`src/rtl/rv_mem_arb_pkg.sv`:
```
// Shared types and default constants for the unified instruction/data memory arbiter.
package rv_mem_arb_pkg;

    typedef enum logic [1:0] {
        IDLE   = 2'd0,
        BUSY_I = 2'd1,
        BUSY_D = 2'd2
    } arb_state_t;

    typedef enum logic {
        SRC_I = 1'b0,
        SRC_D = 1'b1
    } arb_src_t;

    localparam int unsigned MAX_D_BURST_DEF = 4;
    localparam int unsigned TIMEOUT_DEF     = 255;

endpackage

```
`src/rtl/imem_dmem_arbiter_if.sv`:
```
// Core-side fetch/data ports and memory-side request/ack bus of the arbiter.
interface imem_dmem_arbiter_if #(
    parameter int unsigned AW = 32,
    parameter int unsigned DW = 32
);
    logic          if_req;
    logic [AW-1:0] if_addr;
    logic [DW-1:0] if_rdata;
    logic          if_valid;

    logic          d_read;
    logic          d_write;
    logic          d_mode;
    logic [AW-1:0] d_addr;
    logic [DW-1:0] d_wdata;
    logic [DW-1:0] d_rdata;
    logic          d_valid;

    logic          stall_n;

    logic          mem_req;
    logic          mem_we;
    logic          mem_mode;
    logic [AW-1:0] mem_addr;
    logic [DW-1:0] mem_wdata;
    logic [DW-1:0] mem_rdata;
    logic          mem_ack;
    logic          bus_err;

    // The arbiter side.
    modport slave (
        input  if_req, if_addr, d_read, d_write, d_mode, d_addr, d_wdata,
        input  mem_rdata, mem_ack,
        output if_rdata, if_valid, d_rdata, d_valid, stall_n,
        output mem_req, mem_we, mem_mode, mem_addr, mem_wdata, bus_err
    );

    // The core and memory side.
    modport master (
        output if_req, if_addr, d_read, d_write, d_mode, d_addr, d_wdata,
        output mem_rdata, mem_ack,
        input  if_rdata, if_valid, d_rdata, d_valid, stall_n,
        input  mem_req, mem_we, mem_mode, mem_addr, mem_wdata, bus_err
    );

endinterface

```
`src/rtl/arb_timeout_ctr.sv`:
```
// Saturating up-counter with synchronous clear; done flags the terminal count.
module arb_timeout_ctr #(
    parameter int unsigned MAX = 255
) (
    input  logic clk,
    input  logic rst,
    input  logic clr,
    input  logic inc,
    output logic done
);

    localparam int unsigned    W     = $clog2(MAX + 1);
    localparam logic [W-1:0]   MAX_V = W'(MAX);

    logic [W-1:0] cnt_q, cnt_d;

    // NOTE: every signal written in always_comb gets a default first, so no path can infer a latch.
    always_comb begin
        cnt_d = cnt_q;
        if (clr) begin
            cnt_d = '0;
        end else if (inc && (cnt_q != MAX_V)) begin
            cnt_d = cnt_q + W'(1);
        end
    end

    // NOTE: flops use non-blocking assignments so every register samples pre-edge values.
    always_ff @(posedge clk or posedge rst) begin
        if (rst) begin
            cnt_q <= '0;
        end else begin
            cnt_q <= cnt_d;
        end
    end

    assign done = (cnt_q == MAX_V);

endmodule

```
`src/rtl/imem_dmem_arbiter.sv`:
```
// Arbitrates IF and MEM stage requests onto one single-port memory with a req/ack handshake,
// a data burst limit against fetch starvation, and a timeout abort.
module imem_dmem_arbiter
    import rv_mem_arb_pkg::*;
#(
    parameter int unsigned AW          = 32,
    parameter int unsigned DW          = 32,
    parameter int unsigned MAX_D_BURST = MAX_D_BURST_DEF,
    parameter int unsigned TIMEOUT     = TIMEOUT_DEF
) (
    input logic               clk,
    input logic               rst,
    imem_dmem_arbiter_if.slave bus
);

    localparam int unsigned  BW        = $clog2(MAX_D_BURST + 1);
    localparam logic [BW-1:0] BURST_MAX = BW'(MAX_D_BURST);

    arb_state_t    state_q, state_d;
    logic [BW-1:0] burst_q, burst_d;
    logic          mem_req_q, mem_req_d;
    logic          mem_we_q, mem_we_d;
    logic          mem_mode_q, mem_mode_d;
    logic [AW-1:0] mem_addr_q, mem_addr_d;
    logic [DW-1:0] mem_wdata_q, mem_wdata_d;

    logic     d_req;
    logic     busy;
    logic     to_done;
    logic     complete;
    logic     grant;
    arb_src_t grant_src;
    logic     if_valid;
    logic     d_valid;

    assign d_req    = bus.d_read | bus.d_write;
    assign busy     = (state_q != IDLE);
    // A timeout ends the access just like an ack; an ack in the same cycle still counts as normal.
    assign complete = busy & (bus.mem_ack | to_done);

    arb_timeout_ctr #(
        .MAX(TIMEOUT)
    ) u_timeout (
        .clk (clk),
        .rst (rst),
        .clr (~busy | complete),
        .inc (busy & ~bus.mem_ack),
        .done(to_done)
    );

    // Data wins unless a fetch is waiting and data has already had its burst.
    always_comb begin
        grant     = 1'b0;
        grant_src = SRC_I;
        if (d_req && (!bus.if_req || (burst_q < BURST_MAX))) begin
            grant     = 1'b1;
            grant_src = SRC_D;
        end else if (bus.if_req) begin
            grant = 1'b1;
        end
    end

    always_comb begin
        state_d     = state_q;
        burst_d     = burst_q;
        mem_req_d   = mem_req_q;
        mem_we_d    = mem_we_q;
        mem_mode_d  = mem_mode_q;
        mem_addr_d  = mem_addr_q;
        mem_wdata_d = mem_wdata_q;

        unique case (state_q)
            IDLE: begin
                if (grant) begin
                    mem_req_d = 1'b1;
                    if (grant_src == SRC_D) begin
                        state_d     = BUSY_D;
                        mem_addr_d  = bus.d_addr;
                        mem_we_d    = bus.d_write;
                        mem_wdata_d = bus.d_wdata;
                        mem_mode_d  = bus.d_mode;
                        if (bus.if_req && (burst_q != BURST_MAX)) begin
                            burst_d = burst_q + BW'(1);
                        end
                    end else begin
                        state_d    = BUSY_I;
                        mem_addr_d = bus.if_addr;
                        mem_we_d   = 1'b0;
                        burst_d    = '0;
                    end
                end
            end
            BUSY_I, BUSY_D: begin
                if (complete) begin
                    state_d   = IDLE;
                    mem_req_d = 1'b0;
                    mem_we_d  = 1'b0;
                end
            end
            default: begin
                state_d   = IDLE;
                mem_req_d = 1'b0;
                mem_we_d  = 1'b0;
            end
        endcase

        if (!bus.if_req) begin
            burst_d = '0;
        end
    end

    always_ff @(posedge clk or posedge rst) begin
        if (rst) begin
            state_q     <= IDLE;
            burst_q     <= '0;
            mem_req_q   <= 1'b0;
            mem_we_q    <= 1'b0;
            mem_mode_q  <= 1'b0;
            mem_addr_q  <= '0;
            mem_wdata_q <= '0;
        end else begin
            state_q     <= state_d;
            burst_q     <= burst_d;
            mem_req_q   <= mem_req_d;
            mem_we_q    <= mem_we_d;
            mem_mode_q  <= mem_mode_d;
            mem_addr_q  <= mem_addr_d;
            mem_wdata_q <= mem_wdata_d;
        end
    end

    assign if_valid = (state_q == BUSY_I) & complete;
    assign d_valid  = (state_q == BUSY_D) & complete;

    assign bus.if_valid  = if_valid;
    assign bus.d_valid   = d_valid;
    // On a timeout abort there is no ack, so the requester sees zero data.
    assign bus.if_rdata  = bus.mem_ack ? bus.mem_rdata : '0;
    assign bus.d_rdata   = bus.mem_ack ? bus.mem_rdata : '0;
    assign bus.stall_n   = ~((bus.if_req & ~if_valid) | (d_req & ~d_valid));
    assign bus.bus_err   = busy & to_done & ~bus.mem_ack;

    assign bus.mem_req   = mem_req_q;
    assign bus.mem_we    = mem_we_q;
    assign bus.mem_mode  = mem_mode_q;
    assign bus.mem_addr  = mem_addr_q;
    assign bus.mem_wdata = mem_wdata_q;

endmodule

```
`src/flat_wrapper.sv`:
```
// flat-port wrapper written by rule: the top's interface ports become plain ports
module imem_dmem_arbiter_flat import rv_mem_arb_pkg::*;
#(
    parameter int unsigned AW          = 32,
    parameter int unsigned DW          = 32,
    parameter int unsigned MAX_D_BURST = MAX_D_BURST_DEF,
    parameter int unsigned TIMEOUT     = TIMEOUT_DEF
)
  (clk, rst, bus_if_req, bus_if_addr, bus_d_read, bus_d_write, bus_d_mode, bus_d_addr, bus_d_wdata, bus_mem_rdata, bus_mem_ack, bus_if_rdata, bus_if_valid, bus_d_rdata, bus_d_valid, bus_stall_n, bus_mem_req, bus_mem_we, bus_mem_mode, bus_mem_addr, bus_mem_wdata, bus_bus_err);
  imem_dmem_arbiter_if #(.AW(AW), .DW(DW)) bus_i ();
  input logic clk;
  input logic rst;
  input wire logic [$bits(bus_i.if_req)-1:0] bus_if_req;
  input wire logic [$bits(bus_i.if_addr)-1:0] bus_if_addr;
  input wire logic [$bits(bus_i.d_read)-1:0] bus_d_read;
  input wire logic [$bits(bus_i.d_write)-1:0] bus_d_write;
  input wire logic [$bits(bus_i.d_mode)-1:0] bus_d_mode;
  input wire logic [$bits(bus_i.d_addr)-1:0] bus_d_addr;
  input wire logic [$bits(bus_i.d_wdata)-1:0] bus_d_wdata;
  input wire logic [$bits(bus_i.mem_rdata)-1:0] bus_mem_rdata;
  input wire logic [$bits(bus_i.mem_ack)-1:0] bus_mem_ack;
  output wire logic [$bits(bus_i.if_rdata)-1:0] bus_if_rdata;
  output wire logic [$bits(bus_i.if_valid)-1:0] bus_if_valid;
  output wire logic [$bits(bus_i.d_rdata)-1:0] bus_d_rdata;
  output wire logic [$bits(bus_i.d_valid)-1:0] bus_d_valid;
  output wire logic [$bits(bus_i.stall_n)-1:0] bus_stall_n;
  output wire logic [$bits(bus_i.mem_req)-1:0] bus_mem_req;
  output wire logic [$bits(bus_i.mem_we)-1:0] bus_mem_we;
  output wire logic [$bits(bus_i.mem_mode)-1:0] bus_mem_mode;
  output wire logic [$bits(bus_i.mem_addr)-1:0] bus_mem_addr;
  output wire logic [$bits(bus_i.mem_wdata)-1:0] bus_mem_wdata;
  output wire logic [$bits(bus_i.bus_err)-1:0] bus_bus_err;
  assign bus_i.if_req = bus_if_req;
  assign bus_i.if_addr = bus_if_addr;
  assign bus_i.d_read = bus_d_read;
  assign bus_i.d_write = bus_d_write;
  assign bus_i.d_mode = bus_d_mode;
  assign bus_i.d_addr = bus_d_addr;
  assign bus_i.d_wdata = bus_d_wdata;
  assign bus_i.mem_rdata = bus_mem_rdata;
  assign bus_i.mem_ack = bus_mem_ack;
  assign bus_if_rdata = bus_i.if_rdata;
  assign bus_if_valid = bus_i.if_valid;
  assign bus_d_rdata = bus_i.d_rdata;
  assign bus_d_valid = bus_i.d_valid;
  assign bus_stall_n = bus_i.stall_n;
  assign bus_mem_req = bus_i.mem_req;
  assign bus_mem_we = bus_i.mem_we;
  assign bus_mem_mode = bus_i.mem_mode;
  assign bus_mem_addr = bus_i.mem_addr;
  assign bus_mem_wdata = bus_i.mem_wdata;
  assign bus_bus_err = bus_i.bus_err;
  imem_dmem_arbiter #(.AW(AW), .DW(DW), .MAX_D_BURST(MAX_D_BURST), .TIMEOUT(TIMEOUT)) u_core (.clk(clk), .rst(rst), .bus(bus_i));
endmodule
```
`config.mk`:
```
export PLATFORM = sky130hd
export DESIGN_NAME = imem_dmem_arbiter_flat
export DESIGN_NICKNAME = d
export VERILOG_FILES = /design/src/rtl/rv_mem_arb_pkg.sv /design/src/rtl/imem_dmem_arbiter_if.sv /design/src/rtl/arb_timeout_ctr.sv /design/src/rtl/imem_dmem_arbiter.sv /design/src/flat_wrapper.sv
export SDC_FILE = /design/constraint.sdc
export NUM_CORES = 1
export LEC_CHECK = 0
export ABC_AREA = 1
export CAP_MARGIN = 20
export CORE_MARGIN = 2
export CORE_UTILIZATION = 39
export DETAILED_ROUTE_END_ITERATION = 10
export HOLD_SLACK_MARGIN = 0.02
export MAX_ROUTING_LAYER = met4
export PLACE_DENSITY = 0.87
export SYNTH_ARGS = -nofsm -noshare
export SYNTH_HDL_FRONTEND = slang
export SYNTH_SLANG_ARGS = --single-unit
```
`constraint.sdc`:
```
create_clock -name clk -period 5.1 [get_ports clk]
set_input_delay 1.02 -clock clk [delete_from_list [all_inputs] [get_ports clk]]
set_output_delay 1.02 -clock clk [all_outputs]
set_load 0.05 [all_outputs]
```
# --- Word level (Yosys, flattened, before mapping) ---
# Cells that the tools add are included.
# W data, S select, Z words.
totals:
  register_bits: 80
  inputBits: 135
  output_inout_bits: 135
  wordCells: 73
classes:
  addsub: 2
  n_lt_le_gt_ge: 1
  n_eq_ne: 10
  n_mux: 22
  n_bitwise: 17
  reduce_logical: 13
op_table:
  columns: ["op", "n"]
  rows:
  - ["$mux W32", 2]
  - ["$mux W8", 2]
  - ["$mux W3", 5]
  - ["$add A8 B1 Y8 const B", 1]
  - ["$and A1 B1 Y1", 8]
  - ["$eq A8 B8 Y1 const B", 1]
  - ["$ne A2 B1 Y1 const B", 4]
  - ["$ne A8 B8 Y1 const B", 1]
  - ["$mux W1", 7]
  - ["$mux W2", 3]
  - ["$ne A3 B3 Y1 const B", 2]
  - ["$reduce_and A3 Y1", 2]
  - ["$not A1 Y1", 5]
  - ["$or A1 B1 Y1", 4]
  - ["$pmux W1 S2", 2]
  - ["$pmux W2 S2", 1]
  - ["$reduce_and A2 Y1", 2]
  - ["$reduce_bool A2 Y1", 2]
  - ["$add A3 B1 Y3 const B", 1]
  - ["$logic_and A1 B1 Y1", 3]
  - ["$lt A3 B3 Y1 const B", 1]
  - ["$eq A2 B1 Y1 const B", 1]
  - ["$eq A2 B2 Y1 const B", 1]
  - ["$logic_not A2 Y1", 1]
  - ["other kinds (3)", 3]

# --- Depth between registers and ports, before layout ---
depth:
  word_depth: 8
  depth_mapped: 9
  depth_no_buf: 9

# --- By module ---
# From an unflattened synthesis, not the netlist that was laid out.
hier_totals:
  hier_cells: 651
  hier_area_um2: 4600.7
by_module_without_submodules:
  columns: ["mod", "instances", "cells_each", "area_each_um2", "seq_area_each_um2"]
  rows:
  - ["imem_dmem_arbiter", 1, 582, 4093.9, 1801.7]
  - ["arb_timeout_ctr", 1, 69, 506.7, 200.2]

# --- Least setup slack after synthesis ---
# Ideal clock, no wire load.
synth_timing:
  path_kind: "input to output"
  startpoint: "input bus_mem_ack"
  endpoint: "output bus_bus_err"
  t_arrival_ns: 2.257
  required_ns: 4.080
  setup_slack_ns: 1.823
  path_stages: 2
  n_path_buf: 1
  cell_sequence: "clkbuf_1 nor3_1"
synth_via:
  elab_chain_cells: 2
synth_rtl:
  columns: ["item", "line_no", "source"]
  rows:
  - ["start, declared", "flat_wrapper.sv:21", "input wire logic [$bits(bus_i.mem_ack)-1:0] bus_mem_ack;"]
  - ["$not A1 Y1", "imem_dmem_arbiter.sv:141", "assign bus.bus_err = busy & to_done & ~bus.mem_ack;"]
  - ["$and A1 B1 Y1", "imem_dmem_arbiter.sv:141", null]
  - ["end, declared", "flat_wrapper.sv:32", "output wire logic [$bits(bus_i.bus_err)-1:0] bus_bus_err;"]
# No other way between the ends.

# --- Worst setup path in the final report ---
layout_timing:
  startpoint: "input bus_mem_ack"
  endpoint: "output bus_if_rdata[7]"
layout_via:
  elab_chain_cells: 1
layout_rtl:
  columns: ["item", "line_no", "source"]
  rows:
  - ["$mux W32", "imem_dmem_arbiter.sv:138", "assign bus.if_rdata = bus.mem_ack ? bus.mem_rdata : '0;"]
  - ["end, declared", "flat_wrapper.sv:22", "output wire logic [$bits(bus_i.if_rdata)-1:0] bus_if_rdata;"]
# No other way between the ends.

==> results_tabular.tex <==
\begin{tabular}{lr}
\hline
Metric & Value \\
\hline
\multicolumn{2}{l}{\textbf{Finish}} \\
\quad Proportion of layout cells with a drive suffix above 1 & under 10\% \\
\quad \# nets final & 886 \\
\quad Most common library cell in the layout ignoring fill and taps & clkdlybuf4s50\_1 \\
\quad Commonest cells after routing, fill and taps aside & clkdlybuf4s50\_1, nand2\_1, dfrtp\_1 \\
\quad Post-synthesis to final-layout area growth & 67.9\% \\
\quad Final antenna diode count & 0 \\
\multicolumn{2}{l}{\textbf{Global route}} \\
\quad Vias in the first global route & a little over 4k \\
\quad Largest net degree at the start of global routing & 66 \\
\quad Total GRT Usage & 22.4\% \\
\quad Global route total overflow & 0 \\
\quad First-pass GRT wire length & 19400 µm \\
\quad Number of antenna violations at the first check in global routing & 0 \\
\multicolumn{2}{l}{\textbf{STA}} \\
\quad Measured slew at the worst slew-check pin & 726 ps \\
\quad Total count of max-transition violations in the final report & 0 \\
\quad Worst slew margin relative to its limit & 51.5\% \\
\quad Worst setup skew after layout & 6.94 ps \\
\quad Tcrit/Tclk final & between 70\% and 80\% \\
\quad Unrepaired setup endpoints after global routing & no \\
\quad Maximum clock frequency & 246 MHz \\
\quad Post-route minimum period & 4060 ps \\
\quad Setup violations, final & 0 \\
\quad Total Negative Setup Slacks & 0 ps \\
\quad Hold Vio Cnt, Final & 0 \\
\multicolumn{2}{l}{\textbf{Placed design}} \\
\quad Half-perimeter wire length after detailed placement & 9490 µm \\
\quad Count of buffers inserted at the top-level ports & 269 \\
\quad Routability Congestion & 0.871 \\
\multicolumn{2}{l}{\textbf{Drt}} \\
\quad DR vias & 4082 \\
\quad Residual DRC & 0 \\
\quad Met2 WL post-DR & 5730 µm \\
\quad Top layer in use & met4 \\
\quad Total wire length & 12100 µm \\
\quad Routed vias/inst & 4.61 \\
\quad Average wire per standard cell & 13.7 µm \\
\quad Number of iterations in the first detailed-routing pass & 5 \\
\quad Detailed-routed wire length on met3 & 1010 µm \\
\quad Final antenna-violating net count & 0 \\
\quad M1 WL & 5170 µm \\
\quad DRT iter0 DRCs & 287 \\
\multicolumn{2}{l}{\textbf{Synth}} \\
\quad Cell variety after synth & 22 \\
\quad Post-synthesis sequential area ratio & between 40\% and 50\% \\
\quad Area contributors post-synth & dfrtp\_1, nand2\_1, buf\_4 \\
\quad Syn avg cell area & 7.76 µm² \\
\quad Most area-hungry cell type in the Yosys netlist & dfrtp\_1 \\
\quad Yosys warnings & 0 \\
\quad Proportion of netlist area held by the largest area contributor & 49.9\% \\
\quad Register bit total from synthesis & 80 \\
\quad Net count of the mapped netlist & between 600 and 700 \\
\quad Combined area of all synthesized cells & approximately 4000 µm² \\
\quad Post-synthesis instance total & 517 \\
\multicolumn{2}{l}{\textbf{Worst setup path}} \\
\quad Cell family with the largest share of critical-path delay & buffers and inverters \\
\quad Worst endpoint required time & between 4000 and 5000 ps \\
\quad Setup slack, reg-to-reg & 2800 ps \\
\quad R2r endpoint & u\_core.bus.mem\_wdata[29]\$\_DFFE\_PP0P\_ \\
\quad Top fanout value on the critical path & 27 \\
\quad Crit. path cell count & 5 \\
\quad Worst setup EP type & output pin \\
\quad Delay of the slowest cell on the worst path & 820 ps \\
\quad Capturing element of the worst setup path & bus\_if\_rdata[7] \\
\quad RR Startpoint & u\_core.state\_q[0]\$\_DFFE\_PP0P\_ \\
\quad Startpoint class of the critical path & primary input \\
\quad Launching instance or port of the critical path & bus\_mem\_ack \\
\quad Count of buffering cells on the critical path with inverters included & 4 \\
\quad Critical path type & in -> out \\
\quad Standard cell with the maximum stage delay on the critical path & clkdlybuf4s50\_1 \\
\quad Cell mode on critical path & clkdlybuf4s50\_1 \\
\quad Critical path arrival & 3040 ps \\
\quad Series of cell instances along the critical path & clkdlybuf4s50\_1 -> buf\_4 -> nand2\_1 -> inv\_1 -> clkdlybuf4s50\_1 \\
\quad Depth of the worst register-to-register path & 7 \\
\multicolumn{2}{l}{\textbf{Hold path}} \\
\quad Min-delay worst type & reg -> reg \\
\multicolumn{2}{l}{\textbf{Die}} \\
\quad Horiz. Die Dim & 105 µm \\
\quad Starting density of the core & approximately two fifths \\
\quad Number of standard-cell rows in the floorplan & 37 \\
\quad Standard cell core area & 10100 µm² \\
\quad Height of the chip & about 110 µm \\
\quad Overall die area & roughly 11000 µm² \\
\quad Number of ports placed on the die boundary & between 200 and 300 \\
\multicolumn{2}{l}{\textbf{Clocking}} \\
\quad CTS Sinks & 80 \\
\quad Count of hold-fix buffers inserted at cts & 0 \\
\quad CTS tree & built \\
\quad Worst skew pair latency & between 300 and 400 ps \\
\quad CTS max path bufs & 2 \\
\quad Number of buffers inserted during clock tree synthesis & 9 \\
\quad Post-CTS repair timing setup buffer count & 0 \\
\quad H-tree depth reported by CTS & 3 \\
\quad Number of instances resized during post-cts repair & 0 \\
\quad Clk slew on worst S/H paths & 70 ps \\
\quad Clk Tree Root Cell & clkbuf\_8 \\
\multicolumn{2}{l}{\textbf{Power}} \\
\quad Power per cell area & about 590 nW/µm² \\
\quad Static leakage & 3.21 nW \\
\quad Post-layout power & between 4 and 5 mW \\
\quad Worst voltage drop across the vdd grid & a little under 0.4 mV \\
\multicolumn{2}{l}{\textbf{Status}} \\
\quad Status & finished, final reports clean \\
\multicolumn{2}{l}{\textbf{Run}} \\
\quad Max-cap violations & 0 \\
\hline
\end{tabular}
per-stage QoR:
step | cells | hold slack (ps) | utilization, % | area (µm²) | worst slack [ps]
floorplan | 517 | 433 | - | 4010 | 1820
global placement | 870 | 443 | 64.4 | 6530 | 1160
detailed placement | 870 | 458 | 64.4 | 6530 | 1090
CTS | 885 | 477 | 66.5 | 6740 | 1090
global route | 885 | 487 | 66.5 | 6740 | 986
finish | 885 | 472 | 66.5 | 6740 | 1040
final cells by class:
type	instances	area (µm²)
clock buffer	9	124
clock inverter	6	85.1
fill	775	3400
inverter	52	196
multi-input combinational	330	1450
sequential	80	2000
tap	136	170
timing repair buffer	272	2720
where the power goes:
group          switching (mW)  internal [mW]  leakage (nW)  total (mW)
registers               0.155          0.921         0.968        1.08
logic                    1.66          0.779          2.14        2.44
clock network           0.224          0.271         0.101       0.495
state kept, by name, indices dropped and copies added, names as in the netlist:
register                cells
u_core.bus.mem_addr        32
u_core.bus.mem_req          1
u_core.bus.mem_wdata       32
u_core.state_q              2
u_core.u_timeout.cnt_q      8
u_core.burst_q              3
u_core.bus.mem_we           1
u_core.bus.mem_mode         1
logic make-up after synthesis:
| family | after synthesis | share of synthesized area, % |
|---|---|---|
| DFF | 80 | 49.9 |
| adders and majority gates | 6 | 1.87 |
| and+or+nand+nor | 282 | 27.5 |
| AOI/OAI and AO/OA | 41 | 6.27 |
| buffers and inverters | 107 | 14.3 |
| xor gates and xnor gates | 1 | 0.218 |
tightest hold or removal path, delay by kind of cell (launching register included):
family | cells | cell delay, ps
simple gates | 2 | 90
flops | 1 | 350
worst min-delay path by stage:
stage	startpoint	to	slack, ps	cells past startpoint
3_3_place_gp	u_core.u_timeout.cnt_q[0]$_DFFE_PP0P_	u_core.u_timeout.cnt_q[0]$_DFFE_PP0P_	440	1
2_1_floorplan	u_core.u_timeout.cnt_q[0]$_DFFE_PP0P_	u_core.u_timeout.cnt_q[0]$_DFFE_PP0P_	430	1
5_1_grt	u_core.bus.mem_wdata[11]$_DFFE_PP0P_	u_core.bus.mem_wdata[11]$_DFFE_PP0P_	490	2
3_5_place_dp	u_core.bus.mem_wdata[11]$_DFFE_PP0P_	u_core.bus.mem_wdata[11]$_DFFE_PP0P_	460	2
4_1_cts	u_core.bus.mem_wdata[11]$_DFFE_PP0P_	u_core.bus.mem_wdata[11]$_DFFE_PP0P_	480	2
6_report	u_core.bus.mem_wdata[14]$_DFFE_PP0P_	u_core.bus.mem_wdata[14]$_DFFE_PP0P_	470	2
synth_stat cells, drive strengths merged:
master / n
nand3: 13
a21oi: 4
inv: 52
nor2: 44
o21bai: 1
nor3: 3
buf: 51
nand2: 220
clkbuf: 4
xnor2: 1
o21ai: 4
nor3b: 2
ha: 6
dfrtp: 80
a31oi: 32
per-layer routing:
metal  GRT usage, %  vias up
met4           7.14        0
met3           4.58       22
met5              -        -
met2           35.2      183
li1               -     2007
met1           29.2     1870
(Power assumes the default switching activity.)
